`src/rtl/ofdm_pkg.sv`:
```
// ---------------------------------------------------------------------------
// ofdm_pkg
// Shared OFDM framing constants used by the TX CP-insertion and RX CP-removal
// stages, plus the CP-removal FSM state encoding.
// No ports (package).
// ---------------------------------------------------------------------------
package ofdm_pkg;

   localparam int unsigned DW_DEF      = 16;
   localparam int unsigned LCP_DEF     = 16;
   localparam int unsigned NFFT_DEF    = 48;
   localparam int unsigned CW_DEF      = 16;
   localparam int unsigned SYM_LEN_DEF = LCP_DEF + NFFT_DEF;

   typedef enum logic [1:0] {
      IDLE = 2'd0,
      DROP = 2'd1,
      PASS = 2'd2
   } rcp_state_e;

   // Full symbol length (prefix + useful part) in samples.
   function automatic int unsigned sym_len(input int unsigned lcp, input int unsigned nfft);
      return lcp + nfft;
   endfunction

endpackage

```
`src/rtl/rcp_skid_buf.sv`:
```
// ---------------------------------------------------------------------------
// rcp_skid_buf
// Generic 2-entry valid/ready buffer with a registered head entry.
// Ports:
//   CLK_I, RST_I         clock, asynchronous active-high reset
//   up_vld/up_rdy/up_dat upstream beat; accepted when up_vld & up_rdy
//   dn_vld/dn_rdy/dn_dat downstream beat; taken when dn_vld & dn_rdy
// ---------------------------------------------------------------------------
module rcp_skid_buf #(
   parameter int unsigned W = 34
) (
   input  logic         CLK_I,
   input  logic         RST_I,
   input  logic         up_vld,
   output logic         up_rdy,
   input  logic [W-1:0] up_dat,
   output logic         dn_vld,
   input  logic         dn_rdy,
   output logic [W-1:0] dn_dat
);

   logic [W-1:0] mem0_q, mem1_q;
   logic         v0_q, v1_q;
   logic         push, pop;

   assign push   = up_vld && !v1_q;
   assign pop    = v0_q && dn_rdy;
   assign up_rdy = !v1_q;
   assign dn_vld = v0_q;
   assign dn_dat = mem0_q;

   // Entry 0 always drives the output; entry 1 only fills while entry 0 stalls.
   always_ff @(posedge CLK_I or posedge RST_I) begin
      if (RST_I) begin
         mem0_q <= '0;
         mem1_q <= '0;
         v0_q   <= 1'b0;
         v1_q   <= 1'b0;
      end else begin
         case ({push, pop})
            2'b10: begin
               if (!v0_q) begin
                  mem0_q <= up_dat;
                  v0_q   <= 1'b1;
               end else begin
                  mem1_q <= up_dat;
                  v1_q   <= 1'b1;
               end
            end
            2'b01: begin
               mem0_q <= mem1_q;
               v0_q   <= v1_q;
               v1_q   <= 1'b0;
            end
            // push implies entry 1 empty, so a single-entry pass-through
            2'b11:   mem0_q <= up_dat;
            default: ;
         endcase
      end
   end

endmodule

```
`src/rtl/remove_cp.sv`:
```
// ---------------------------------------------------------------------------
// remove_cp
// Receive-side cyclic-prefix removal: drops the first LCP samples of every
// LCP+NFFT symbol and forwards the NFFT useful samples with SOP/EOP framing.
// Ports:
//   CLK_I, RST_I              clock, asynchronous active-high reset
//   DAT_I_r/DAT_I_i/VLD_I     input complex sample and valid
//   SOF_I                     symbol-start marker (first CP sample)
//   RDY_O                     input ready
//   DAT_O_r/DAT_O_i/VLD_O     output complex sample and valid
//   SOP_O/EOP_O               first / last useful sample of a symbol
//   RDY_I                     downstream ready
//   SYM_CNT_O                 complete symbols delivered (wraps)
//   ALIGN_ERR_O               one-cycle pulse on a misaligned SOF_I
// ---------------------------------------------------------------------------
module remove_cp
   import ofdm_pkg::*;
#(
   parameter int unsigned DW   = DW_DEF,
   parameter int unsigned LCP  = LCP_DEF,
   parameter int unsigned NFFT = NFFT_DEF,
   parameter int unsigned CW   = CW_DEF
) (
   input  logic          CLK_I,
   input  logic          RST_I,
   input  logic [DW-1:0] DAT_I_r,
   input  logic [DW-1:0] DAT_I_i,
   input  logic          VLD_I,
   input  logic          SOF_I,
   output logic          RDY_O,
   output logic [DW-1:0] DAT_O_r,
   output logic [DW-1:0] DAT_O_i,
   output logic          VLD_O,
   output logic          SOP_O,
   output logic          EOP_O,
   input  logic          RDY_I,
   output logic [CW-1:0] SYM_CNT_O,
   output logic          ALIGN_ERR_O
);

   localparam int unsigned SLEN = sym_len(LCP, NFFT);
   localparam int unsigned PW   = $clog2(SLEN);
   localparam int unsigned BW   = 2 * DW + 2;

   localparam logic [PW-1:0] POS_LAST      = PW'(SLEN - 1);
   localparam logic [PW-1:0] POS_CP        = PW'(LCP);
   localparam logic [PW-1:0] POS_DROP_LAST = PW'((LCP > 0) ? (LCP - 1) : 0);

   // Sample 0 is consumed on entry, so a 1-sample prefix goes straight to PASS.
   localparam rcp_state_e START_ST = (LCP > 1) ? DROP : PASS;
   localparam rcp_state_e EOP_ST   = (LCP > 0) ? DROP : PASS;

   rcp_state_e    state_q, state_d;
   logic [PW-1:0] pos_q, pos_d;
   logic          rdy_en_q;
   logic          align_q;
   logic [CW-1:0] cnt_q;

   logic          buf_rdy;
   logic          rdy_c, acc_c, mis_c, start_c;
   logic          push_c, push_sop_c, push_eop_c;
   logic [BW-1:0] dn_dat;

   // State and position register
   always_ff @(posedge CLK_I or posedge RST_I) begin
      if (RST_I) begin
         state_q <= IDLE;
         pos_q   <= '0;
      end else begin
         state_q <= state_d;
         pos_q   <= pos_d;
      end
   end

   // Next state / position
   always_comb begin
      state_d = state_q;
      pos_d   = pos_q;
      if (start_c) begin
         state_d = START_ST;
         pos_d   = PW'(1);
      end else if (acc_c) begin
         case (state_q)
            DROP: begin
               pos_d = pos_q + PW'(1);
               if (pos_q == POS_DROP_LAST) state_d = PASS;
            end
            PASS: begin
               if (pos_q == POS_LAST) begin
                  pos_d   = '0;
                  state_d = EOP_ST;
               end else begin
                  pos_d = pos_q + PW'(1);
               end
            end
            default: ;
         endcase
      end
   end

   // Handshake, alignment detection and buffer write decode
   always_comb begin
      rdy_c      = 1'b0;
      acc_c      = 1'b0;
      mis_c      = 1'b0;
      start_c    = 1'b0;
      push_c     = 1'b0;
      push_sop_c = 1'b0;
      push_eop_c = 1'b0;

      // Only PASS can back-pressure; prefix samples are always swallowed.
      rdy_c   = rdy_en_q && !((state_q == PASS) && !buf_rdy);
      acc_c   = VLD_I && rdy_c;
      mis_c   = acc_c && SOF_I && (state_q != IDLE) && (pos_q != '0);
      start_c = (acc_c && SOF_I && (state_q == IDLE)) || mis_c;

      if (start_c) begin
         push_c     = (LCP == 0);
         push_sop_c = 1'b1;
      end else if (acc_c && (state_q == PASS)) begin
         push_c     = 1'b1;
         push_sop_c = (pos_q == POS_CP);
         push_eop_c = (pos_q == POS_LAST);
      end
   end

   // Ready enable, alignment pulse and delivered-symbol counter
   always_ff @(posedge CLK_I or posedge RST_I) begin
      if (RST_I) begin
         rdy_en_q <= 1'b0;
         align_q  <= 1'b0;
         cnt_q    <= '0;
      end else begin
         rdy_en_q <= 1'b1;
         align_q  <= mis_c;
         if (VLD_O && RDY_I && EOP_O) cnt_q <= cnt_q + CW'(1);
      end
   end

   rcp_skid_buf #(
      .W (BW)
   ) u_skid (
      .CLK_I  (CLK_I),
      .RST_I  (RST_I),
      .up_vld (push_c),
      .up_rdy (buf_rdy),
      .up_dat ({push_sop_c, push_eop_c, DAT_I_r, DAT_I_i}),
      .dn_vld (VLD_O),
      .dn_rdy (RDY_I),
      .dn_dat (dn_dat)
   );

   assign {SOP_O, EOP_O, DAT_O_r, DAT_O_i} = dn_dat;
   assign RDY_O       = rdy_c;
   assign SYM_CNT_O   = cnt_q;
   assign ALIGN_ERR_O = align_q;

endmodule

```
`config.mk`:
```
export PLATFORM = sky130hd
export DESIGN_NAME = remove_cp
export DESIGN_NICKNAME = d
export VERILOG_FILES = /design/src/rtl/ofdm_pkg.sv /design/src/rtl/rcp_skid_buf.sv /design/src/rtl/remove_cp.sv
export SDC_FILE = /design/constraint.sdc
export NUM_CORES = 1
export LEC_CHECK = 0
export CORE_UTILIZATION = 51
export CTS_CLUSTER_SIZE = 20
export DETAILED_ROUTE_END_ITERATION = 10
export GPL_TIMING_DRIVEN = 0
export HOLD_SLACK_MARGIN = 0.02
export PLACE_DENSITY = 0.86
export SETUP_SLACK_MARGIN = 0.4
export SYNTH_ARGS = -nofsm -noshare
export SYNTH_HDL_FRONTEND = slang
export SYNTH_SLANG_ARGS = --single-unit
```
`constraint.sdc`:
```
create_clock -name CLK_I -period 4.1 [get_ports CLK_I]
set_input_delay 0.82 -clock CLK_I [delete_from_list [all_inputs] [get_ports CLK_I]]
set_output_delay 0.82 -clock CLK_I [all_outputs]
set_load 0.02 [all_outputs]
```
==> impl_metrics.tcl, run 1 <==
set metrics [dict create \
    reg2reg_from "pos_q[0]" \
    ctsResizeCount 0 \
    postSynth.asyncResetShare_pct 100 \
    maxCapViolations 0 \
    cp.required_ns 4.34 \
    drive_gt1_share_pct 13.3 \
    skew_ns 0.0142 \
    grt_max_degree 67 \
    rows 33 \
    synth_flop_cell "dfrtp_1" \
    layout.nets 520 \
    hold_start "u_skid.mem1_q[33]" \
    grt_pass1_wl_um 15400 \
    ant_nets 0 \
    grt_pass1_vias 3264 \
    setup_viol 0 \
    crit_chain "clkdlybuf4s50_1 -> and3_1 -> o311ai_4 -> nand2_1 -> ha_1 -> clkbuf_1 -> clkbuf_1 -> mux2i_1 -> a21oi_1" \
    tightest_slew_ns 0.807 \
    final_cell_area_um2 5600 \
    drc 0 \
    fin_crit_sh_pct 83.4 \
    worstSetupPathType "input pin to flop" \
    clk_latency_ns 0.35 \
    drt-pass1-iter-count 4 \
    arrival_ns 3.66 \
    hp-class "flop to flop" \
    max_stage_delay_ns 0.68 \
    end_kind "flop" \
    setup_slack_ns 0.681 \
    grt_overflow 0 \
    fin_cells 587 \
    antenna_cells 0 \
    fin_crit_ns 3.42 \
    cp-start-kind "input pin" \
    fillers 600 \
    p_leak_nw 2.58 \
    postPlaceCellArea_um2 5360 \
    cp-startpoint "SOF_I" \
    ctsLongestPathBuffers 2 \
    internal-power_w 0.00215 \
    grtUsageTotal_pct 22.3 \
    placed_cells 571 \
    crit_fanout 10 \
    ys_seq_area_share_pct 55.8 \
    first_iter_violations 204 \
    hold_buffers 0 \
    syn-cell-area_um2 4300 \
    clkPwrFrac_pct 22.5 \
    cp_slowest_cell "clkbuf_1" \
    synth.area.top_cells "dfrtp_1 56%, mux2_2 8.6%, mux2i_1 7.7%" \
    synthDistinctLibCells 44 \
    gp_congestion 0.840 \
    synth_warnings 0 \
    numPortBuffers 89 \
    chipHeight_um 93.9 \
    cts-root-buf "clkbuf_8" \
    timing.critical_path.buf_inv 3 \
    p_per_area_nw_per_um2 585 \
    report.final.hold_viol_count 0 \
    vias 3195 \
    yosys.cell_count.top_type "dfrtp_1" \
    reg2reg_setup_slack_ns 0.96 \
    combPwrFrac_pct 36.8 \
    coreArea_um2 8180 \
    synth_top_area_cell "dfrtp_1" \
    vias_per_cell 5.44 \
    die_area_um2 8810 \
    ios 90 \
    p_sw_share_pct 34.5 \
    synthCells 376 \
    clk_pin_slew_worst_paths_ns 0.09 \
    die_w_um 93.9 \
    yosysTopAreaCellShare_pct 55.8 \
    hpwlAfterDp_um 6720 \
    ir_drop_mv 0.379 \
    htree_levels 3 \
    start_util_pct 52.6 \
    totalWireLength_um 9340 \
    cts_num_sinks 96 \
    cts_buffers 9 \
    antenna_found_initial 0 \
    drv_slew 0 \
    ys_ff_latch 96 \
    maxSlewHeadroom_pct 46.2 \
    syn_area_per_cell_um2 11.4 \
    synthTopCellsByCount "96 x dfrtp_1, 49 x nor2_1, 34 x a21oi_1, 33 x mux2_2, 33 x mux2i_1" \
    post_cts.repair.setup_buffers 0 \
    power_switching_w 0.00113 \
    syn-num-nets 419 \
    cpMostUsedCell "clkbuf_1" \
    seqPwrFrac_pct 40.6 \
    status "finished, final reports clean" \
    grt_setup_unrepaired "false" \
    pre_cts_slack_ns 0.340 \
    post_drt_wl_per_cell_um 15.9 \
    cp_top_family "buffers and inverters" \
    synth-edff-count 0 \
    cts_tree "yes" \
    clock.fmax_ghz 0.292 \
    syn_to_final_growth_pct 30.1 \
]
## power by group through the flow
stage	registers (W)	logic, W	clock network, W
after floorplan	0.00154	0.000470	0
after global placement	0.00133	0.00117	0
after detailed placement	0.00135	0.00121	0
after CTS	0.00133	0.00121	0.000748
after global routing	0.00136	0.00130	0.000783
final	0.00133	0.00121	0.000738
## cell type report
type	instances	area (um^2)	area share [%]
clock inverter	6	115	2.06
sequential	96	2400	42.9
tap	105	131	2.35
inverter	8	32.5	0.581
clock buffer	10	128	2.28
timing repair buffer	90	918	16.4
multi-input combinational	254	1780	31.7
buffer	18	96.3	1.72
## kinds of logic (layout without fill, tap and decap cells)
| group | count (synthesis) | in the layout | synth area share [%] |
|---|---|---|---|
| buf+inv | 26 | 132 | 2.94 |
| simple gates | 102 | 102 | 10.6 |
| mux | 66 | 66 | 16.3 |
| xor+xnor | 15 | 15 | 3.05 |
| flops | 96 | 96 | 55.8 |
| fa+ha+maj | 6 | 6 | 1.74 |
| other cells | 1 | 1 | 0.0871 |
| compound gates | 64 | 64 | 9.42 |
## worst paths after layout
path / end / cells past startpoint
hold reg to reg: u_skid.mem1_q[33] / 2
setup reg to reg: u_skid.mem1_q[14] / 10
min in group asynchronous: u_skid.dn_dat[24] / 2
hold / removal: u_skid.mem1_q[33] / 2
max in group asynchronous: pos_q[1] / 3
setup / recovery: u_skid.dn_dat[10] / 9
## worst min-delay path: stages (launching register included)
cell	delay, ns
dfrtp_1	0.36
nand2_1	0.05
o21ai_0	0.06
## placed cells by master, fill, tap and decap left out, types with 2 or more instances in the layout
cell type         n
dfrtp_1          96
clkdlybuf4s50_1  89
nor2_1           49
a21oi_1          34
mux2_2           33
mux2i_1          33
nand2_1          26
clkbuf_1         10
xnor2_1           9
clkbuf_8          9
inv_1             7
and3_1            7
o21ai_0           7
xor2_1            6
ha_1              6
buf_4             5
nand3_1           4
a21o_1            4
nand4_1           4
and2_1            3
a22o_1            3
bufinv_16         3
buf_2             2
a31o_2            2
a31oi_1           2
nor3_1            2
o21a_1            2
inv_6             2
## sequential cells by signal, indices dropped and copies added, names as in the netlist
| register | cells |
|---|---|
| ALIGN_ERR_O | 1 |
| SYM_CNT_O | 16 |
| pos_q | 6 |
| rdy_en_q | 1 |
| state_q | 2 |
| u_skid.dn_dat | 34 |
| u_skid.dn_vld | 1 |
| u_skid.mem1_q | 34 |
| u_skid.v1_q | 1 |
## layer usage
metal / vias to the layer above / GRT usage, % / wire (um)
li1: 1502 / - / -
met1: 1599 / 28.0 / 4020
met2: 80 / 38.2 / 4820
met3: 14 / 3.72 / 349
met4: 0 / 9.10 / 150
met5: - / 0 / 0
## stage by stage
stage	power (W)	TNS (ns)	util (%)	hold WS, ns
final	0.00327	0	68.5	0.499
after CTS	0.00329	0	68.5	0.501
after floorplan	0.00201	0	-	0.448
after global routing	0.00345	0	68.5	0.531
after global placement	0.00251	-51.76	65.2	0.457
after detailed placement	0.00256	0	65.5	0.482
Note: power is estimated with default switching activity, not from simulation.
==> run 2, diff against run 1 <==
Settings changed: CORE_UTILIZATION 51 to 46, PLACE_DENSITY 0.86 to 0.82.
Clock period 4.1 ns to 3.1 ns, I/O delays scaled along.
==> run 2 against run 1 <==
Non-clock buffer count grew 4. Flip-flop and latch count is the same. Die area grew 11%. Via count shrank 1.4%. Final area grew 1.2%. Final cell count grew 1.0%. Sequential power grew 32%.
==> impl_metrics.tcl, run 2 (same netlist as run 1, synthesis figures left out) <==
set metrics [dict create \
    chipHeight_um 98.7 \
    grt_pass1_wl_um 15300 \
    ctsLongestPathBuffers 2 \
    setup_slack_ns 0.485 \
    cts_num_sinks 96 \
    worstSetupPathType "flop to flop" \
    grt_busiest_layer "met2" \
    die_area_um2 9750 \
    crit_fanout 10 \
    layout.nets 524 \
    drive_gt1_share_pct 16.1 \
    hp-class "flop to flop" \
    cts_buffers 9 \
    syn_to_final_growth_pct 31.7 \
    start_util_pct 48.4 \
    grt_overflow 0 \
    final_cell_mix "96 x dfrtp_1, 89 x clkdlybuf4s50_1, 49 x nor2_1" \
    htree_levels 3 \
    totalWireLength_um 9200 \
    p_per_area_nw_per_um2 729 \
    fin_crit_ns 2.62 \
    coreArea_um2 8890 \
    grt_setup_unrepaired "false" \
    clk_pin_slew_worst_paths_ns 0.10 \
    grt_pass1_vias 3146 \
    tightest_slew_ns 0.744 \
    met1_usage_pct 26.7 \
    numPortBuffers 89 \
    report.final.hold_viol_count 0 \
    placed_cells 575 \
    drt-pass1-iter-count 4 \
    ios 90 \
    arrival_ns 2.89 \
    drc 0 \
    status "finished, final reports clean" \
    skew_ns 0.0133 \
    antenna_found_initial 0 \
    post_drt_wl_per_cell_um 15.5 \
    setup_viol 0 \
    first_iter_violations 161 \
    die_w_um 98.7 \
    met3_usage_pct 3.97 \
    grt_max_degree 42 \
    hpwlAfterDp_um 6650 \
    ant_nets 0 \
    final_common_cell "dfrtp_1" \
    cts-root-buf "clkbuf_8" \
    fin_crit_sh_pct 84.4 \
    grtUsageTotal_pct 19.9 \
    antenna_cells 0 \
    maxCapViolations 0 \
    pre_cts_slack_ns -0.456 \
    gp_congestion 0.900 \
    clk_latency_ns 0.35 \
    rows 34 \
    cts_tree "yes" \
    vias 3150 \
    hold_buffers 0 \
    drv_slew 0 \
    cp-start-kind "flop" \
    maxSlewHeadroom_pct 50.4 \
    cp.required_ns 3.37 \
    ir_drop_mv 0.360 \
    clock.fmax_ghz 0.382 \
    fin_cells 593 \
    vias_per_cell 5.31 \
    end_kind "flop" \
    hold_ws_ns 0.474 \
    p_leak_nw 2.61 \
    gr-usage-met2_pct 32.5 \
]
run 2: path summary, 6_finish.rpt:
check / slack, ns / from / to / depth (start not counted)
setup / recovery: 0.48 / pos_q[1] / u_skid.dn_dat[11] / 10
hold / removal: 0.47 / SYM_CNT_O[15] / SYM_CNT_O[15] / 1
setup reg to reg: 0.48 / pos_q[1] / u_skid.dn_dat[11] / 10
hold reg to reg: 0.47 / SYM_CNT_O[15] / SYM_CNT_O[15] / 1
max in group asynchronous: 1.87 / RST_I / u_skid.mem1_q[16] / 3
min in group asynchronous: 0.66 / RST_I / rdy_en_q / 2
run 2: cell type report:
cell class,instances,area [um^2]
Inverter,8,33.8
Clock inverter,5,42.5
Sequential cell,96,2400
Buffer,18,161
Clock buffer,10,128
Tap cell,108,135
Timing Repair Buffer,94,953
Fill cell,707,3220
Multi-Input combinational cell,254,1810
run 2: worst max-delay path: stages, from the launching register on:
cell,delay [ns]
dfrtp_1,0.42
inv_1,0.06
ha_1,0.17
or4b_4,0.51
o311ai_4,0.33
nand2_2,0.13
ha_1,0.20
buf_4,0.19
clkbuf_8,0.19
mux2i_1,0.13
a21oi_1,0.19
run 2: per-layer routing:
| metal | wire, um | vias to the layer above |
|---|---|---|
| li1 | - | 1513 |
| met1 | 4270 | 1562 |
| met2 | 4450 | 67 |
| met3 | 370 | 8 |
| met4 | 104 | 0 |
| met5 | 0 | - |
run 2: what timing repair did:
| action | CTS | global route |
|---|---|---|
| hold endpoints to repair | 0 | 0 |
| buffers inserted | 1 | 2 |
| pin swaps | 1 | 2 |
| gates resized for setup | 23 | 8 |
| setup endpoints to repair | 64 | 56 |
run 2: where the power goes:
group / leakage [nW] / internal [W] / switching [W]
Combinational: 1.29 / 0.000786 / 0.000838
Clock: 0.0833 / 0.000297 / 0.000444
Sequential: 1.24 / 0.00154 / 0.000224
Total: 2.61 / 0.00262 / 0.00151
run 2: through the flow:
stage                     total power (W)  utilization (%)  TNS (ns)  area (um^2)
after detailed placement          0.00338             60.4    -19.54         5370
after global routing              0.00438             63.7         0         5670
after CTS                         0.00414             63.2         0         5620
after global placement            0.00333             60.0    -17.79         5330
after floorplan                   0.00265                -         0         4310
final                             0.00413             63.7         0         5670
